**src/rtl/moore_multi_ctrl.sv**
```systemverilog
// moore_multi_ctrl: CH independent S/I Moore channels with dwell delay, global clear, latch history and aggregate status
module moore_multi_ctrl #(
  parameter int CH      = 4,
  parameter int DWELL_W = 8,
  parameter int DWELL   = 3,
  parameter int CNT_W   = 3
) (
  input  logic              Clock,
  input  logic              R,
  input  logic              Clr,
  input  logic [CH-1:0]     S,
  input  logic [CH-1:0]     I,
  output logic [2*CH-1:0]   B,
  output logic [CH-1:0]     Hist,
  output logic              Any_Active,
  output logic [CNT_W-1:0]  Active_Cnt
);
  typedef enum logic [1:0] {IDLE = 2'b00, ARMED = 2'b01, ACTIVE = 2'b11, LATCHED = 2'b10} state_t;
  state_t st [CH];
  state_t nx [CH];
  logic [DWELL_W-1:0] cnt [CH];
  logic [DWELL_W-1:0] cnt_nx [CH];
  logic [CH-1:0] hist_nx;
  logic [CNT_W-1:0] act_nx;
  if (DWELL < 1 || DWELL > 2**DWELL_W - 1) begin : g_bad_dwell
    $error("DWELL out of range");
  end
  if (CH < 1 || CH > 16 || 2**CNT_W <= CH) begin : g_bad_ch
    $error("CH out of range or CNT_W too narrow");
  end
  // Counter defaults to 0 so every state entry restarts the dwell; it only advances while staying ARMED.
  always_comb begin
    act_nx = '0;
    for (int k = 0; k < CH; k++) begin
      nx[k] = st[k];
      cnt_nx[k] = '0;
      hist_nx[k] = Hist[k];
      if (Clr) begin
        nx[k] = IDLE;
        hist_nx[k] = 1'b0;
      end else begin
        case (st[k])
          IDLE:    nx[k] = (I[k] && !S[k]) ? ARMED : IDLE;
          ARMED:
            if (!I[k]) nx[k] = IDLE;
            else if (S[k]) nx[k] = LATCHED;
            else if (cnt[k] == DWELL_W'(DWELL - 1)) nx[k] = ACTIVE;
            else cnt_nx[k] = cnt[k] + 1'b1;
          ACTIVE:
            if (!I[k]) nx[k] = IDLE;
            else if (S[k]) begin
              nx[k] = LATCHED;
              hist_nx[k] = 1'b1;
            end
          default: nx[k] = (!S[k] && !I[k]) ? IDLE : LATCHED;
        endcase
      end
      act_nx = act_nx + CNT_W'(nx[k] == ACTIVE);
    end
  end
  always_ff @(posedge Clock or negedge R) begin
    if (!R) begin
      for (int k = 0; k < CH; k++) begin
        st[k] <= IDLE;
        cnt[k] <= '0;
      end
      Hist <= '0;
      Any_Active <= 1'b0;
      Active_Cnt <= '0;
    end else begin
      for (int k = 0; k < CH; k++) begin
        st[k] <= nx[k];
        cnt[k] <= cnt_nx[k];
      end
      Hist <= hist_nx;
      Any_Active <= act_nx != '0;
      Active_Cnt <= act_nx;
    end
  end
  for (genvar g = 0; g < CH; g++) begin : g_b
    assign B[2*g+:2] = st[g];
  end
endmodule

```
**config.mk**
```make
export PLATFORM = sky130hd
export DESIGN_NAME = moore_multi_ctrl
export DESIGN_NICKNAME = d
export VERILOG_FILES = /design/src/rtl/moore_multi_ctrl.sv
export SDC_FILE = /design/constraint.sdc
export NUM_CORES = 1
export LEC_CHECK = 0
export ABC_AREA = 1
export BUFFER_PORTS_ARGS = -buffer_cell sky130_fd_sc_hd__clkbuf_2
export CORE_MARGIN = 4
export CORE_UTILIZATION = 58
export DETAILED_ROUTE_END_ITERATION = 7
export GPL_TIMING_DRIVEN = 0
export PLACE_DENSITY = 0.81
export SLEW_MARGIN = 20
export SYNTH_ARGS = -nofsm -noshare
export SYNTH_HDL_FRONTEND = slang
export SYNTH_SLANG_ARGS = --single-unit
```
**constraint.sdc**
```tcl
create_clock -name Clock -period 2.9 [get_ports Clock]
set_clock_uncertainty 0.2 [all_clocks]
set_input_delay 0.145 -clock Clock [delete_from_list [all_inputs] [get_ports Clock]]
set_output_delay 0.145 -clock Clock [all_outputs]
set_load 0.02 [all_outputs]
```
* Yosys cells after proc, flatten, opt, wreduce, memory -nomap -nowiden
Index checks and enable logic that the tools add are counted.
** Storage, ports and cells
- Flip-flop bits (word level) :: 48
- Bits of input ports :: 11
- Output and inout bits :: 16
- Logic and storage cells :: 146
** Cells by class
- Mux-type cells :: 72
- Eq/ne operators :: 16
- Add/subtract/negate cells :: 7
- Reduce and logical (&&, ||, !) cells :: 37
** Operators by type and width (number)
- $mux 8 :: 20
- $mux 2 :: 28
- $add 8x1->8 const B :: 4
- $eq 8x2->1 const B :: 4
- $pmux 2 s3 :: 4
- $reduce_bool 2->1 :: 12
- $mux 1 :: 20
- $eq 2x2->1 const B :: 8
- $reduce_and 3->1 :: 4
- $eq 2x1->1 const B :: 4
- $logic_and 1x1->1 :: 8
- $logic_not 1->1 :: 8
- $logic_not 2->1 :: 4
- $add 2x1->3 :: 1
- $add 3x1->3 :: 1
- $reduce_bool 3->1 :: 1
- $add 1x1->2 :: 1

* Depth between registers and ports, before layout
Gate-level depths: netlist (run 1).
- Word-level depth :: 11
- Depth in mapped cells :: 14

* Least setup slack after synthesis (run 1)
OpenSTA, ideal clock, no wires.
- Path kind :: register to register
- Start :: register cnt[24] in the netlist's numbering
- End :: register Any_Active
- Cell stages (with the launch flop) :: 15
- Arrival time :: 2.366 ns
- Path slack :: 0.203 ns
- Setup time :: 0.131 ns
- Cell sequence :: dfrtp_1 > inv_1 > ha_1 > nand2_1 > nor2_1 > nand2_1 > nand2_1 > nand2_1 > nand2_1 > nand3_1 > fa_1 > inv_1 > ha_1 > ha_1 > or3_1
** On the way
- Cells in the longest elaborated chain, start to end :: 11
** Ends and longest elaborated chain
- start, declared :: line 21 : logic [DWELL_W-1:0] cnt [CH];
- start signal, assigned by index :: line 73 : cnt[k] <= cnt_nx[k];
- $eq 8x2->1 :: line 47 : else if (cnt[k] == DWELL_W'(DWELL - 1)) nx[k] = ACTIVE;
- $mux 2 :: line 47
- $mux 2 :: line 46 : else if (S[k]) nx[k] = LATCHED;
- $mux 2 :: line 45 : if (!I[k]) nx[k] = IDLE;
- $pmux 2 s3 :: line 42 : case (st[k])
- $mux 2 :: line 38 : if (Clr) begin
- $eq 2x2->1 :: line 58 : act_nx = act_nx + CNT_W'(nx[k] == ACTIVE);
- $add 1x1->2 :: line 58
- $add 2x1->3 :: line 58
- $add 3x1->3 :: line 58
- net act_nx[1] :: line 24 : logic [CNT_W-1:0] act_nx;
- $reduce_bool 3->1 :: line 76 : Any_Active <= act_nx != '0;
- end signal, assigned :: line 68 : Any_Active <= 1'b0;
- end signal, assigned :: line 76
- end, declared :: line 15 : output logic Any_Active,
The timed path passes the listed nets, and every way through them passes these cells.
A chain may end at the register's enable or synchronous reset.

* Worst setup path in the final report (run 1)
Same ends and word-level chain as after synthesis.

==> flow_summary_export.csv, run 1 <==
group,metric,value,unit
status,status,"complete, no violations",
worst_setup_path,crit_slowest_cell,"fa_1",
sta,setup_viol,0,
yosys,yosysUniqueCellTypes,27,
sta,fmaxAchievable,360,MHz
power,p_leak,0.00135,uW
die,ios,27,
yosys,syn_inst,267,
power,combPwrFrac,5.5,%
global_route,grt_usage,20.4,%
power,clockPowerShare,39.5,%
global_route,grt_overflow,0,
worst_setup_path,cp_common_cell,"nand2_1",
clock_network,cts_tree,"built",
global_route,grt_busiest_layer,"met2",
global_route,grtUsageMet2,34.8,%
global_route,grt_max_degree,49,
power,max-vdd-ir-drop,398,uV
worst_setup_path,endpoint_kind,"flop",
clock_network,clkTransAtPathRegs,0.09,ns
placement,gp_congestion,0.791,
yosys,ys_seq_area_share,50.5,%
sta,drv_slew,0,
power,power.switching,279,uW
yosys,netlist_area,2380,um^2
cells_and_area,final_cell_mix,"nor2_1 (50), dfrtp_1 (48), nand2_1 (43), inv_1 (29), clkbuf_2 (25)",
worst_setup_path,rrSetupSlack,0.12,ns
yosys,ys_seq_elements,48,
die,die_area,5190,um^2
global_route,use_met3,3.88,%
yosys,synth_fp_nets,289,
die,design.core.area,3970,um^2
worst_setup_path,path_cells,"inv_1, ha_1, nand2_1, nor2_1, nand2_1, nand2_1, nand2_1, nand2_1, nand3_2, fa_1, inv_1, ha_1, ha_4, or3_1",
clock_network,clock_latency,0.31,ns
route,vias,1915,
sta,maxSlewHeadroom,57.3,%
sta,holdWs,0.00300,ns
yosys,synthAdderAreaFrac,6.11,%
clock_network,cts_buffer_depth,2,
route,wl,4.67,mm
global_route,grt_pass1_vias,1948,
die,initial_core_util,59.9,%
power,intPower,953,uW
worst_setup_path,cpPeakStageDelay,0.55,ns
clock_network,htree_levels,2,
yosys,muxShareOfSynthArea,0,%
worst_setup_path,cp_max_fo,3,
die,dieHeight,72.0,um
worst_setup_path,crit_arrival,2.78,ns
cells_and_area,layout.nets,337,
sta,worst_pin_slew,0.640,ns
clock_network,cts.sinks,48,
power,swShare,22.6,%
worst_setup_path,startpoint_type,"flop",
cells_and_area,utilization,71.9,%
cells_and_area,drive_gt1_share,18.0,%
clock_network,cts_buffers,5,
run,drv_cap,0,
die,fp-row-count,23,
clock_network,ctsRootBufferMaster,"clkbuf_8",
sta,finalCriticalPeriod,2.78,ns
yosys,yosys.area_share.simple,30.1,%
global_route,antenna_found_initial,0,
yosys,yosys_warnings,0,
worst_setup_path,timing.setup.critical_path_class,"flop to flop",
cells_and_area,final_common_cell,"nor2_1",
yosys,avgSynthCellArea,8.90,um^2
route,route.detailed.drc,0,
worst_hold_path,min_path_type,"input pin to flop",
cells_and_area,area_delta_synth_final,20.1,%
power,p_seq_share,55.0,%
yosys,synth_xor_area_share,4.05,%
placement,dp_hpwl,3.14,mm
route,vias_per_cell,5.23,
global_route,use_met1,24.5,%
global_route,grt_pass1_wl,8.31,mm
die,die_w,72.0,um
placement,port-buffer-count,26,
cells_and_area,diodes,0,
route,drt_iter0_drc,103,
route,post_drt_wl_per_cell,12.8,um
route,drtPass1Iterations,4,
sta,fin_crit_sh,95.8,%
yosys,synth_top_family_by_area,"simple AND/OR/NAND/NOR gates",
route,ant_nets,0,
worst_setup_path,crit_required,2.90,ns
power,power_density,431,nW/um^2
yosys,synth_compound_area_share,4.42,%
sta,hold_violations,0,
==> worst paths after layout <==
check,from,end,cells after the start
max in group asynchronous,R,Hist[1],2
hold reg to reg,cnt[24],cnt[24],1
min in group asynchronous,R,Any_Active,2
setup reg to reg,cnt[24],Any_Active,14
hold / removal,I[3],B[6],4
setup / recovery,cnt[24],Any_Active,14
==> per-layer routing <==
| metal | vias up | wire length, um |
|---|---|---|
| met3 | 16 | 187 |
| li1 | 953 | - |
| met5 | - | 0 |
| met4 | 0 | 150 |
| met2 | 41 | 2350 |
| met1 | 905 | 1980 |
==> cells by family (layout without fill, tap and decap cells) <==
group	after synthesis	in the layout
compound gates	18	18
xor+xnor	11	11
fa+ha+maj	11	11
buf+inv	30	79
flops	48	48
simple gates	149	149
==> power by group through the flow <==
stage	clock [uW]	sequential, uW	combinational (uW)
3_5_place_dp	0	691	57.3
4_1_cts	494	678	67.7
2_1_floorplan	0	694	21.1
5_1_grt	516	679	75.7
3_3_place_gp	0	691	55.7
6_report	486	678	68.0
==> worst max-delay path: cells and delay by family, from the launching register on <==
family,cells,cell delay (ns)
AND/OR/NAND/NOR,8,0.85
flip-flops,1,0.41
buffers and inverters,2,0.10
adder cells (fa/ha/maj),4,1.12
==> repair_timing <==
item,in CTS,in global routing
buffers inserted,0,2
hold buffers,13,0
endpoints found under the hold margin,56,0
setup endpoints to repair,0,1
resized for setup,0,4
==> sequential cells by signal, summed over array words and instances, names as in the netlist <==
register    cells
Active_Cnt      3
Any_Active      1
B               8
Hist            4
cnt            32
==> synthesized netlist by cell type, drive strengths merged <==
master	number	area share [%]
a21boi	3	0.95
a21oi	8	1.7
a31oi	1	0.26
a41oi	1	0.37
clkinv	1	0.21
dfrtp	48	51
fa	1	0.84
ha	10	5.3
inv	29	4.6
nand2	48	8.9
nand3	20	4.2
nand4	5	1.3
nor2	55	9.5
nor3	15	4.2
nor3b	2	0.63
nor4	1	0.26
o21ai	4	0.84
o21bai	1	0.32
or2	2	0.74
or3	1	0.26
xnor2	2	0.74
xor2	9	3.3
==> per-stage QoR <==
stage	total power [uW]	std cells	TNS (ns)	worst slack (ns)	cell area, um^2
floorplan	715	267	0	0.203	2380
global placement	747	343	0	0.0405	2570
detailed placement	748	343	0	0.0335	2570
CTS	1240	364	0	0.0127	2810
global route	1270	366	-0.0149	-0.0149	2850
finish	1230	366	0	0.122	2850
==> area by class of cell <==
cell class / count / area (um^2)
clock buffer: 5 / 68.8
clock inverter: 3 / 42.5
timing repair buffer: 41 / 278
multi-input combinational: 189 / 1090
tap: 50 / 62.6
fill: 297 / 1120
inverter: 30 / 114
sequential: 48 / 1200
Power figures use the tool's default switching activity.
==> run 2, diff against run 1 <==
Settings changed: PLACE_DENSITY 0.81 to 0.79, REMOVE_ABC_BUFFERS from default to 1.
==> run 2 against run 1 <==
Register-to-register slack improved by 0.05 ns; non-clock buffer count did not move; fmax rose by 1.9%; final area down 0.44%; flip-flop and latch count unchanged; first-iteration DRC count shrank 48%; critical path depth unchanged; power shrank 6.1%; global-route usage fell by 1.6 points.
==> flow_summary_export.csv, run 2 (synthesis gave the netlist of run 1 again) <==
group,metric,value,unit
worst_setup_path,cp_max_fo,4,
cells_and_area,regMostFlops,"cnt",
worst_setup_path,startpoint_type,"flop",
sta,worst_pin_slew,0.638,ns
clock_network,ctsRootBufferMaster,"clkbuf_8",
sta,fmaxAchievable,367,MHz
worst_setup_path,crit_required,2.89,ns
worst_hold_path,holdCritStartpoint,"Clr",
cells_and_area,final_common_cell,"nor2_1",
worst_setup_path,path_cells,"inv_1, ha_1, nand2_1, nor2_1, nand2_1, nand2_1, nand2_1, nand2_1, nand3_2, fa_1, inv_1, ha_2, ha_4, or3_1",
die,die_area,5190,um^2
worst_setup_path,crit_arrival,2.71,ns
sta,drv_slew,0,
global_route,grt_pass1_vias,1861,
route,drt_iter0_drc,54,
sta,holdWs,0.0170,ns
clock_network,cts_buffer_depth,2,
worst_setup_path,rrSetupSlack,0.17,ns
sta,setup_viol,0,
global_route,grt_pass1_wl,7.68,mm
worst_setup_path,crit_buf_inv,2,
sta,setup_tns,0,ns
sta,rsz0062_at_grt,"no",
placement,dp_hpwl,3.10,mm
worst_hold_path,min_path_type,"input pin to flop",
power,clockPowerShare,35.6,%
die,design.core.area,3970,um^2
power,combPwrFrac,5.7,%
clock_network,cts.sinks,48,
run,drv_cap,0,
placement,gp_congestion,0.845,
sta,maxSlewHeadroom,57.5,%
cells_and_area,drive_gt1_share,19.0,%
cells_and_area,diodes,0,
power,p_leak,0.00135,uW
clock_network,cts_buffers,5,
power,intPower,887,uW
cells_and_area,fill_cells,294,
power,p_seq_share,58.6,%
die,initial_core_util,59.9,%
global_route,grt_usage,18.8,%
status,status,"complete, no violations",
worst_setup_path,reg2reg_to,"Any_Active",
route,vias_per_cell,5.14,
cells_and_area,largest_reg_flops,32,
worst_hold_path,holdPathEnd,"B[1]",
power,max-vdd-ir-drop,257,uV
route,drtPass1Iterations,4,
global_route,grt_overflow,0,
route,post_drt_wl_per_cell,12.2,um
sta,hold_violations,0,
worst_setup_path,cp_common_cell,"nand2_1",
worst_setup_path,timing.setup.critical_path_class,"flop to flop",
cells_and_area,final_cell_mix,"nor2_1 (50), dfrtp_1 (48), nand2_1 (43), inv_1 (29), clkbuf_2 (25)",
die,fp-row-count,23,
worst_setup_path,crit_slowest_cell,"fa_1",
sta,finalCriticalPeriod,2.73,ns
placement,port-buffer-count,26,
route,vias,1882,
power,swShare,23.3,%
route,ant_nets,0,
global_route,grt_max_degree,49,
worst_setup_path,cpPeakStageDelay,0.52,ns
worst_setup_path,endpoint_kind,"flop",
clock_network,clock_latency,0.30,ns
die,ios,27,
route,wl,4.47,mm
worst_setup_path,critPathTopFamily,"adder cells",
global_route,antenna_found_initial,0,
worst_setup_path,r2r_start,"cnt[24]",
clock_network,clkTransAtPathRegs,0.09,ns
cells_and_area,area_delta_synth_final,19.5,%
power,power.switching,269,uW
power,power_density,407,nW/um^2
worst_hold_path,hold_depth,3,
die,die_w,72.0,um
clock_network,cts_tree,"built",
route,route.detailed.drc,0,
die,dieHeight,72.0,um
sta,fin_crit_sh,94.0,%
cells_and_area,layout.nets,337,
clock_network,htree_levels,2,
worst_setup_path,rr_worst_depth,14,
## run 2: power by group through the flow
stage / Sequential (uW) / Clock [uW] / Combinational [uW]
2_1_floorplan: 694 / 0 / 21.1
3_3_place_gp: 691 / 0 / 55.9
3_5_place_dp: 691 / 0 / 57.7
4_1_cts: 678 / 426 / 66.2
5_1_grt: 678 / 453 / 74.6
6_report: 678 / 412 / 66.5
## run 2: cell type report
class	count	area, um^2	area share, %
clock inverters	2	10.0	0.352
well taps	50	62.6	2.20
multi-input cells	189	1100	38.6
clock buffers	6	82.6	2.91
inverters	30	114	4.01
flip-flops and latches	48	1200	42.3
repair buffers	41	275	9.69
## run 2: timing repair
item                       4_1_cts  5_1_grt
pin swaps                        0        5
setup buffers                    0        3
setup endpoints to repair        1        1
hold buffers                    12        0
gates resized for setup          1        5
hold endpoints to repair        56        0
## run 2: worst max path at each step
stage | slack, ns | from | depth (start not counted) | end
global route | 0.007 | cnt[24] | 14 | Any_Active
finish | 0.17 | cnt[24] | 14 | Any_Active
CTS | 0.01 | cnt[24] | 14 | Any_Active
detailed placement | -0.0008 | cnt[24] | 14 | Any_Active
floorplan | 0.20 | cnt[24] | 14 | Any_Active
global placement | 0.04 | cnt[24] | 14 | Any_Active
## run 2: worst reg2reg max path: stages, from the launching register on
cell	delay [ns]
dfrtp_1	0.42
inv_1	0.07
ha_1	0.13
nand2_1	0.05
nor2_1	0.09
nand2_1	0.07
nand2_1	0.06
nand2_1	0.06
nand2_1	0.07
nand3_2	0.09
fa_1	0.52
inv_1	0.04
ha_2	0.19
ha_4	0.23
or3_1	0.31
## run 2: per-layer routing
| layer | vias to the layer above | part of all wire [%] | track usage (%) | wire length, um |
|---|---|---|---|---|
| met4 | 0 | 2.0 | 7.72 | 91 |
| li1 | 954 | - | - | - |
| met2 | 25 | 50 | 33.0 | 2240 |
| met1 | 894 | 45 | 22.4 | 2000 |
| met3 | 9 | 3.2 | 4.02 | 142 |
| met5 | - | 0 | 0 | 0 |
## run 2: per-stage QoR
stage,std cells,util (%),power [uW],area (um^2),setup WS [ns]
2_1_floorplan,267,-,715,2380,0.203
3_3_place_gp,343,64.7,747,2570,0.0368
3_5_place_dp,343,64.8,749,2570,-0.000779
4_1_cts,363,70.3,1170,2790,0.0143
5_1_grt,366,71.6,1210,2840,0.00671
6_report,366,71.6,1160,2840,0.173
